<file path="src/rtl/pe_out_arb.sv">
// pe_out_arb: packet-aware 2:1 output arbiter.
// Two PE result streams are each buffered in a small skid FIFO and merged onto
// one 64-bit output link. Whole packets are granted round-robin and are never
// interleaved. A packet is a header word (LEN in header[LEN_W-1:0]) followed by
// LEN payload words.
//
// Ports:
//   CLK       clock, all logic on posedge
//   SYS_RST   synchronous reset, active-high
//   S0_D      source 0 data word
//   S0_VALID  source 0 word valid (written when FIFO not full)
//   S0_BP     registered almost-full backpressure to source 0
//   S1_D      source 1 data word
//   S1_VALID  source 1 word valid
//   S1_BP     registered almost-full backpressure to source 1
//   Q         merged output data (registered, holds when not valid)
//   Q_VALID   output word valid (registered)
//   Q_BP      downstream backpressure; no word is popped while high
//   BUSY      high while a packet grant is open
//   OVF       sticky per-source overflow flags, cleared only by reset
module pe_out_arb #(
    parameter int FDEPTH   = 16,
    parameter int BP_SLACK = 4,
    parameter int LEN_W    = 16
) (
    input  logic        CLK,
    input  logic        SYS_RST,
    input  logic [63:0] S0_D,
    input  logic        S0_VALID,
    output logic        S0_BP,
    input  logic [63:0] S1_D,
    input  logic        S1_VALID,
    output logic        S1_BP,
    output logic [63:0] Q,
    output logic        Q_VALID,
    input  logic        Q_BP,
    output logic        BUSY,
    output logic [1:0]  OVF
);

    localparam int AW  = $clog2(FDEPTH);
    localparam int AWP = AW + 1;
    localparam logic [AW:0] FULL_LVL = AWP'(FDEPTH);
    localparam logic [AW:0] BP_LVL   = AWP'(FDEPTH - BP_SLACK);

    typedef enum logic [1:0] {
        ST_IDLE  = 2'd0,
        ST_SEND0 = 2'd1,
        ST_SEND1 = 2'd2
    } state_t;

    // Per-source FIFO storage and pointers (extra MSB distinguishes full from empty)
    logic [63:0]      mem_r   [2][FDEPTH];
    logic [AW:0]      wptr_r  [2];
    logic [AW:0]      rptr_r  [2];
    logic [1:0]       bp_r;
    logic [1:0]       ovf_r;

    logic [63:0]      din_s   [2];
    logic [1:0]       vld_s;
    logic [AW:0]      occ_s   [2];
    logic [AW:0]      occ_nxt_s [2];
    logic [63:0]      rdata_s [2];
    logic [1:0]       full_s;
    logic [1:0]       empty_s;
    logic [1:0]       push_s;
    logic [1:0]       pop_s;
    logic [63:0]      cur_word_s;

    // Arbiter state
    state_t           state_r;
    logic             last_r;
    logic             hdr_done_r;
    logic [LEN_W-1:0] rem_r;
    logic [63:0]      q_r;
    logic             q_valid_r;
    logic             busy_r;

    assign din_s[0] = S0_D;
    assign din_s[1] = S1_D;
    assign vld_s    = {S1_VALID, S0_VALID};

    assign S0_BP   = bp_r[0];
    assign S1_BP   = bp_r[1];
    assign OVF     = ovf_r;
    assign Q       = q_r;
    assign Q_VALID = q_valid_r;
    assign BUSY    = busy_r;

    // FIFO status decode; a push into a full FIFO is refused even when a pop frees a slot
    always_comb begin
        for (int i = 0; i < 2; i++) begin
            occ_s[i]     = wptr_r[i] - rptr_r[i];
            full_s[i]    = (occ_s[i] == FULL_LVL);
            empty_s[i]   = (occ_s[i] == {AWP{1'b0}});
            push_s[i]    = vld_s[i] & ~full_s[i];
            rdata_s[i]   = mem_r[i][rptr_r[i][AW-1:0]];
            occ_nxt_s[i] = occ_s[i] + {{AW{1'b0}}, push_s[i]} - {{AW{1'b0}}, pop_s[i]};
        end
    end

    // Pop decode: only the granted source, only when it has data and downstream is open
    always_comb begin
        pop_s = 2'b00;
        case (state_r)
            ST_SEND0: begin
                if (!empty_s[0] && !Q_BP) begin
                    pop_s = 2'b01;
                end else begin
                    pop_s = 2'b00;
                end
            end
            ST_SEND1: begin
                if (!empty_s[1] && !Q_BP) begin
                    pop_s = 2'b10;
                end else begin
                    pop_s = 2'b00;
                end
            end
            default: pop_s = 2'b00;
        endcase
    end

    // Head word of the granted FIFO
    always_comb begin
        if (state_r == ST_SEND1) begin
            cur_word_s = rdata_s[1];
        end else begin
            cur_word_s = rdata_s[0];
        end
    end

    // FIFO pointers, storage, registered backpressure and sticky overflow
    always_ff @(posedge CLK) begin
        if (SYS_RST) begin
            for (int i = 0; i < 2; i++) begin
                wptr_r[i] <= {AWP{1'b0}};
                rptr_r[i] <= {AWP{1'b0}};
            end
            bp_r  <= 2'b00;
            ovf_r <= 2'b00;
        end else begin
            for (int i = 0; i < 2; i++) begin
                if (push_s[i]) begin
                    mem_r[i][wptr_r[i][AW-1:0]] <= din_s[i];
                    wptr_r[i] <= wptr_r[i] + {{AW{1'b0}}, 1'b1};
                end
                if (pop_s[i]) begin
                    rptr_r[i] <= rptr_r[i] + {{AW{1'b0}}, 1'b1};
                end
                bp_r[i] <= (occ_nxt_s[i] >= BP_LVL);
                if (vld_s[i] && full_s[i]) begin
                    ovf_r[i] <= 1'b1;
                end
            end
        end
    end

    // Packet FSM: round-robin grant in IDLE, header/payload tracking and registered output
    always_ff @(posedge CLK) begin
        if (SYS_RST) begin
            state_r    <= ST_IDLE;
            last_r     <= 1'b1;
            hdr_done_r <= 1'b0;
            rem_r      <= {LEN_W{1'b0}};
            q_r        <= 64'd0;
            q_valid_r  <= 1'b0;
            busy_r     <= 1'b0;
        end else begin
            case (state_r)
                ST_IDLE: begin
                    q_valid_r <= 1'b0;
                    // On a tie the source that did not win last time is granted
                    if (!empty_s[0] && !empty_s[1]) begin
                        state_r <= last_r ? ST_SEND0 : ST_SEND1;
                        last_r  <= ~last_r;
                        busy_r  <= 1'b1;
                    end else if (!empty_s[0]) begin
                        state_r <= ST_SEND0;
                        last_r  <= 1'b0;
                        busy_r  <= 1'b1;
                    end else if (!empty_s[1]) begin
                        state_r <= ST_SEND1;
                        last_r  <= 1'b1;
                        busy_r  <= 1'b1;
                    end
                end
                ST_SEND0, ST_SEND1: begin
                    if (pop_s != 2'b00) begin
                        q_r       <= cur_word_s;
                        q_valid_r <= 1'b1;
                        if (!hdr_done_r) begin
                            rem_r <= cur_word_s[LEN_W-1:0];
                            if (cur_word_s[LEN_W-1:0] == {LEN_W{1'b0}}) begin
                                state_r <= ST_IDLE;
                                busy_r  <= 1'b0;
                            end else begin
                                hdr_done_r <= 1'b1;
                            end
                        end else begin
                            rem_r <= rem_r - LEN_W'(1);
                            if (rem_r == LEN_W'(1)) begin
                                state_r    <= ST_IDLE;
                                busy_r     <= 1'b0;
                                hdr_done_r <= 1'b0;
                            end
                        end
                    end else begin
                        // Stall (empty FIFO or downstream busy): Q holds its value
                        q_valid_r <= 1'b0;
                    end
                end
                default: begin
                    state_r    <= ST_IDLE;
                    hdr_done_r <= 1'b0;
                    q_valid_r  <= 1'b0;
                    busy_r     <= 1'b0;
                end
            endcase
        end
    end

endmodule

</file>
<file path="config.mk">
export PLATFORM = sky130hd
export DESIGN_NAME = pe_out_arb
export DESIGN_NICKNAME = d
export VERILOG_FILES = /design/src/rtl/pe_out_arb.sv
export SDC_FILE = /design/constraint.sdc
export NUM_CORES = 2
export LEC_CHECK = 0
export ABC_AREA = 0
export ABC_CLOCK_PERIOD_IN_PS = 20300
export CORE_MARGIN = 2
export CORE_UTILIZATION = 35
export CTS_CLUSTER_SIZE = 12
export DETAILED_ROUTE_END_ITERATION = 8
export GPL_TIMING_DRIVEN = 0
export PLACE_DENSITY = 0.54
export SYNTH_ARGS = -nofsm -noshare
export SYNTH_HDL_FRONTEND = slang
export SYNTH_SLANG_ARGS = --single-unit
</file>
<file path="constraint.sdc">
create_clock -name CLK -period 20.3 [get_ports CLK]
set_clock_uncertainty 0.2 [all_clocks]
set_input_delay 4.06 -clock CLK [delete_from_list [all_inputs] [get_ports CLK]]
set_output_delay 4.06 -clock CLK [all_outputs]
set_load 0.05 [all_outputs]
</file>
# --- Yosys cells after proc, flatten, opt, wreduce, memory -nomap -nowiden ---
# Memories as Yosys holds them, arrays and structs flattened.
# Cells that the tools add are included.
classes:
  eq_ne: 10
  n_bitwise: 15
  addsub: 11
  n_reduce_logical: 21
  muxes: 60
  magnitude_cmp: 8
op_table:
  columns: ["cell", "count"]
  rows:
  - ["$mux W1024", 2]
  - ["$bmux W64 S4", 2]
  - ["$demux W64 S4", 2]
  - ["$mux W64", 7]
  - ["$mux W1", 29]
  - ["$add A5 B1 Y5 const B", 4]
  - ["$ge A5 B5 Y1 const B", 4]
  - ["$mux W5", 4]
  - ["$not A4 Y5", 4]
  - ["$mux W2", 9]
  - ["$eq A16 B1 Y1 const B", 1]
  - ["$logic_not A16 Y1", 1]
  - ["$mux W16", 1]
  - ["$sub A16 B1 Y16 const B", 1]
  - ["$add A5 B1 Y5", 2]
  - ["$eq A5 B5 Y1 const B", 2]
  - ["$ge A5 B4 Y1 const B", 2]
  - ["$logic_not A5 Y1", 2]
  - ["$lt A5 B1 Y1 const B", 2]
  - ["$sub A5 B1 Y5", 2]
  - ["$sub A5 B5 Y5", 2]
  - ["$pmux W2 S2", 2]
  - ["$logic_and A1 B1 Y1", 7]
  - ["$ne A3 B3 Y1 const B", 2]
  - ["15 further kinds", 29]
totals:
  word_cells: 138
  n_memories: 3
  inputBits: 133
  output_inout_bits: 70
  register_bits: 90
  mem_bits_rw: 2068
memory_table:
  columns: ["memory", "words", "width", "rd", "rd_ports_with_merged_regs", "wr", "line", "text"]
  rows:
  - ["mem_r", 2, 1024, 2, 0, 2, "53", "logic [63:0] mem_r [2][FDEPTH];"]
  - ["rptr_r", 2, 5, 2, 0, 2, "55", "logic [AW:0] rptr_r [2];"]
  - ["wptr_r", 2, 5, 2, 0, 2, "54", "logic [AW:0] wptr_r [2];"]

# --- Longest topological paths before layout ---
# An unclocked memory read counts as a cell.
depth:
  ltp_word: 11
  mapped_depth: 25
  mapped_depth_nobuf: 22

# --- Worst setup path after synthesis ---
# No wires, ideal clock.
synth_timing:
  path_kind: "input to register"
  from: "in SYS_RST"
  to: "mem mem_r[0][768] (netlist name) (enable)"
  path_slack_ns: 10.624
  required_time_ns: 19.535
  cell_stages: 4
  setup_time_ns: 0.565
  path_buffers: 1
  t_arrival_ns: 8.912
  path_cell_list: "clkbuf_1 -> nor2_1 -> nand2_1 -> nor3_1"
synth_lines:
  columns: ["element", "line", "text"]
  rows:
  - ["start, declared", "27", "input logic SYS_RST,"]
  - ["end, declared", "53", null]

==> flow_summary.json <==
{
  "met1_usage_pct": 24.60,
  "ys_warn_count": 0,
  "antenna_found_initial": 57,
  "yosysTopAreaCell": "edfxtp_1",
  "finalNonFillerCells": 7778,
  "grt_pass1_wl_mm": 323.6,
  "wl_mm": 230.1,
  "power.density_mw_per_mm2": 102.5,
  "drt-initial-drc-count": 4306,
  "synth_area_per_cell_um2": 21.26,
  "synth_seq_cells": 2158,
  "fp-row-count": 178,
  "first_pass_iters": 5,
  "postLayoutCoreUtil_pct": 41.63,
  "cts.clk_slew.worst_paths_ns": 0.06,
  "hp-class": "flop to flop",
  "grtUsageTotal_pct": 18.79,
  "synth_common_cells": "edfxtp_1 (2,068), mux4_2 (467), mux2i_1 (198), clkbuf_1 (136), nor2_1 (109)",
  "nNetsFinal": 4650,
  "ctsHoldBuffers": 0,
  "grt_pass1_vias": 42441,
  "hold_viol_final": 0,
  "max-clock-path-buffers": 3,
  "worstSetupStartpoint": "rptr_r[0][1]",
  "syn_nets": 4080,
  "startpoint_type": "flop",
  "grt.overflow.total": 0,
  "min_period_ns": 7.292,
  "synth_ff_type": "edfxtp_1",
  "htreeDepth": 4,
  "area_growth_pct": 18.06,
  "place_inst": 7415,
  "worstSetupEndpointType": "flop",
  "route.detailed.drc": 0,
  "critPathKind": "flop to flop",
  "syn-cell-area_mm2": 0.08310,
  "violations": "capacitance limit",
  "timing.fmax_mhz": 137.1,
  "wl_per_cell_um": 29.59,
  "synth_area_leaders": "edfxtp_1 (75%), mux4_2 (13%), mux2i_1 (2.4%), dfxtp_1 (2.2%), a221oi_1 (0.99%)",
  "cts_resized": 0,
  "rsz0062_at_grt": "false",
  "dr_total_vias": 41753,
  "netlist_instances": 3908,
  "synth_cell_types": 58,
  "hpwl_mm": 157.3,
  "cp.arrival_ns": 7.63,
  "insertion_delay_ns": 0.84,
  "port-buffer-count": 201,
  "use_met2_pct": 31.46,
  "gp_congestion": 0.8972,
  "worst_pin_slew_ns": 1.481,
  "critical-path-max-stage-delay_ns": 0.86,
  "ys_seq_area_share_pct": 76.90,
  "post_cts_buffers": 0,
  "min_period_over_period_pct": 35.92,
  "dpl_cell_area_mm2": 0.09185,
  "cts_sinks": 2158,
  "synth_top_area_share_pct": 74.73,
  "min_from": "Q[37]",
  "ctsRootBufferMaster": "clkbuf_16",
  "grt_start_max_net_pins": 24,
  "cts_made_buffers": 211,
  "core_mm2": 0.2356,
  "drive_gt1_share_pct": 22.00,
  "cts_tree": "built",
  "synth-async-reset-ratio_pct": 0,
  "synth_edf_count": 2068,
  "n_fill_cell": 20638,
  "fin_setup_tns_ns": 0,
  "drtAntennaViolNets": 0,
  "power.leakage_nw": 30.30,
  "die_area_mm2": 0.2413,
  "critical_path.cell_chain": "buf_2 > buf_1 > clkbuf_1 > clkbuf_1 > inv_1 > fa_1 > a21o_1 > a21oi_1 > xor2_1 > o21ai_0 > nor2_1 > nand2_1 > nor3_2 > buf_6 > buf_4 > buf_6 > buf_6 > buf_6",
  "status": "complete, but fails checks",
  "r2r_start": "rptr_r[0][1]",
  "cp_slowest_cell": "clkbuf_1",
  "critPathRequiredTime_ns": 20.64,
  "gr-usage-met3_pct": 3.295,
  "stdcell_area_mm2": 0.09810,
  "setup_viol": 0,
  "synth.most_common_cell": "edfxtp_1",
  "slew_viol_final": 0,
  "num_io_pins": 203,
  "cp_common_cell": "buf_6",
  "worstPathMaxFanout": 10,
  "die_x_um": 491.3,
  "irDropWorstVdd_v": 0.00009040,
  "die_height_um": 491.3,
  "maxSlewHeadroom_pct": 0.3734,
  "grt.busiest_layer": "met2",
  "initial_core_util_pct": 35.27,
  "vias_per_cell": 5.368,
  "maxCapViolations": 1
}
## registers in the layout, indices dropped and copies added, names as in the netlist, 2 cells and up
name and cells:
OVF 2, rem_r 16, bp_r 2, rptr_r 10, Q 64, mem_r 2048, state_r 2, wptr_r 10
## layout make-up
cell class              count  area (µm²)  area share (%)
flip-flops and latches   2158       63900           65.14
multi-input cells        1492       18300           18.65
clock buffers             313        5929           6.044
repair buffers            357        4594           4.683
well taps                3150        3941           4.018
plain buffers             223       984.7           1.004
clock inverters            41       296.5          0.3023
inverters                  35       131.4          0.1339
diodes                      9       22.52         0.02296
## critical path, delay by kind of cell, from the launching register on
kind / cells / cell delay (ns)
adder cells (fa/ha/maj): 1 / 0.49
AND/OR/NAND/NOR: 3 / 1.34
AO/OA/AOI/OAI: 3 / 0.67
flip-flops: 1 / 0.35
buffers and inverters: 10 / 3.56
XOR/XNOR: 1 / 0.33
## layout by cell type (no fill, tap or decap), types with 8 or more instances in the layout
master	synthesis	routed
mux2_2	16	16
mux4_1	8	8
edfxtp_1	2068	2068
clkbuf_16	0	215
nand2b_1	11	11
clkdlybuf4s50_1	0	201
a221oi_1	94	94
buf_16	0	17
nand2_1	88	88
clkinv_1	3	22
mux4_2	467	467
dfxtp_1	90	90
a211oi_1	13	13
mux2i_1	198	198
xnor2_1	18	18
nor3_2	0	8
buf_6	4	62
o21ai_0	57	57
clkinv_2	0	10
diode_2	0	9
clkbuf_1	136	213
ha_1	35	35
xor2_1	11	11
buf_1	22	22
buf_8	1	13
a21oi_1	97	97
a2bb2oi_1	16	16
a22oi_1	70	70
buf_2	53	53
o211ai_1	42	42
buf_12	1	62
a31o_2	14	14
inv_1	31	31
nand3_1	48	48
nor3_1	16	8
clkbuf_8	0	17
nor2_1	109	85
buf_4	6	14
nor2_4	0	24
a21o_1	8	8
## stage by stage
stage,hold WS [ns],setup WS [ns],power (W)
after floorplan,0.2598,10.62,0.005944
after global placement,0.2508,2.940,0.006498
after detailed placement,0.2525,12.49,0.006529
after CTS,0.2605,12.84,0.01013
after global routing,0.2732,12.59,0.01037
final,0.2600,13.01,0.01005
## routing by layer
metal / routed length (µm) / up-vias
met5: 267 / -
met4: 8045 / 40
met3: 12710 / 371
met2: 114600 / 1331
met1: 94480 / 22451
li1: - / 17560
## cells by family after synthesis
kind of cell	synth area share, %
flops	76.90
mux	15.53
compound gates	3.734
simple gates	1.564
buf+inv	1.342
fa+ha+maj	0.6234
xor+xnor	0.3057
## power by group
part	internal (W)	leakage [nW]	switching, W
Combinational	0.000497	7.89	0.000864
Sequential	0.00501	19.4	0.0000580
Clock	0.00201	3.03	0.00161
## worst paths after layout
| path | endpoint | slack (ns) | depth (start not counted) |
|---|---|---|---|
| min reg2reg | Q[37] | 0.26 | 2 |
| min | Q[37] | 0.26 | 2 |
| max reg2reg | mem_r[0][865] | 13.01 | 18 |
| max | mem_r[0][865] | 13.01 | 18 |
(Power assumes the default switching activity.)
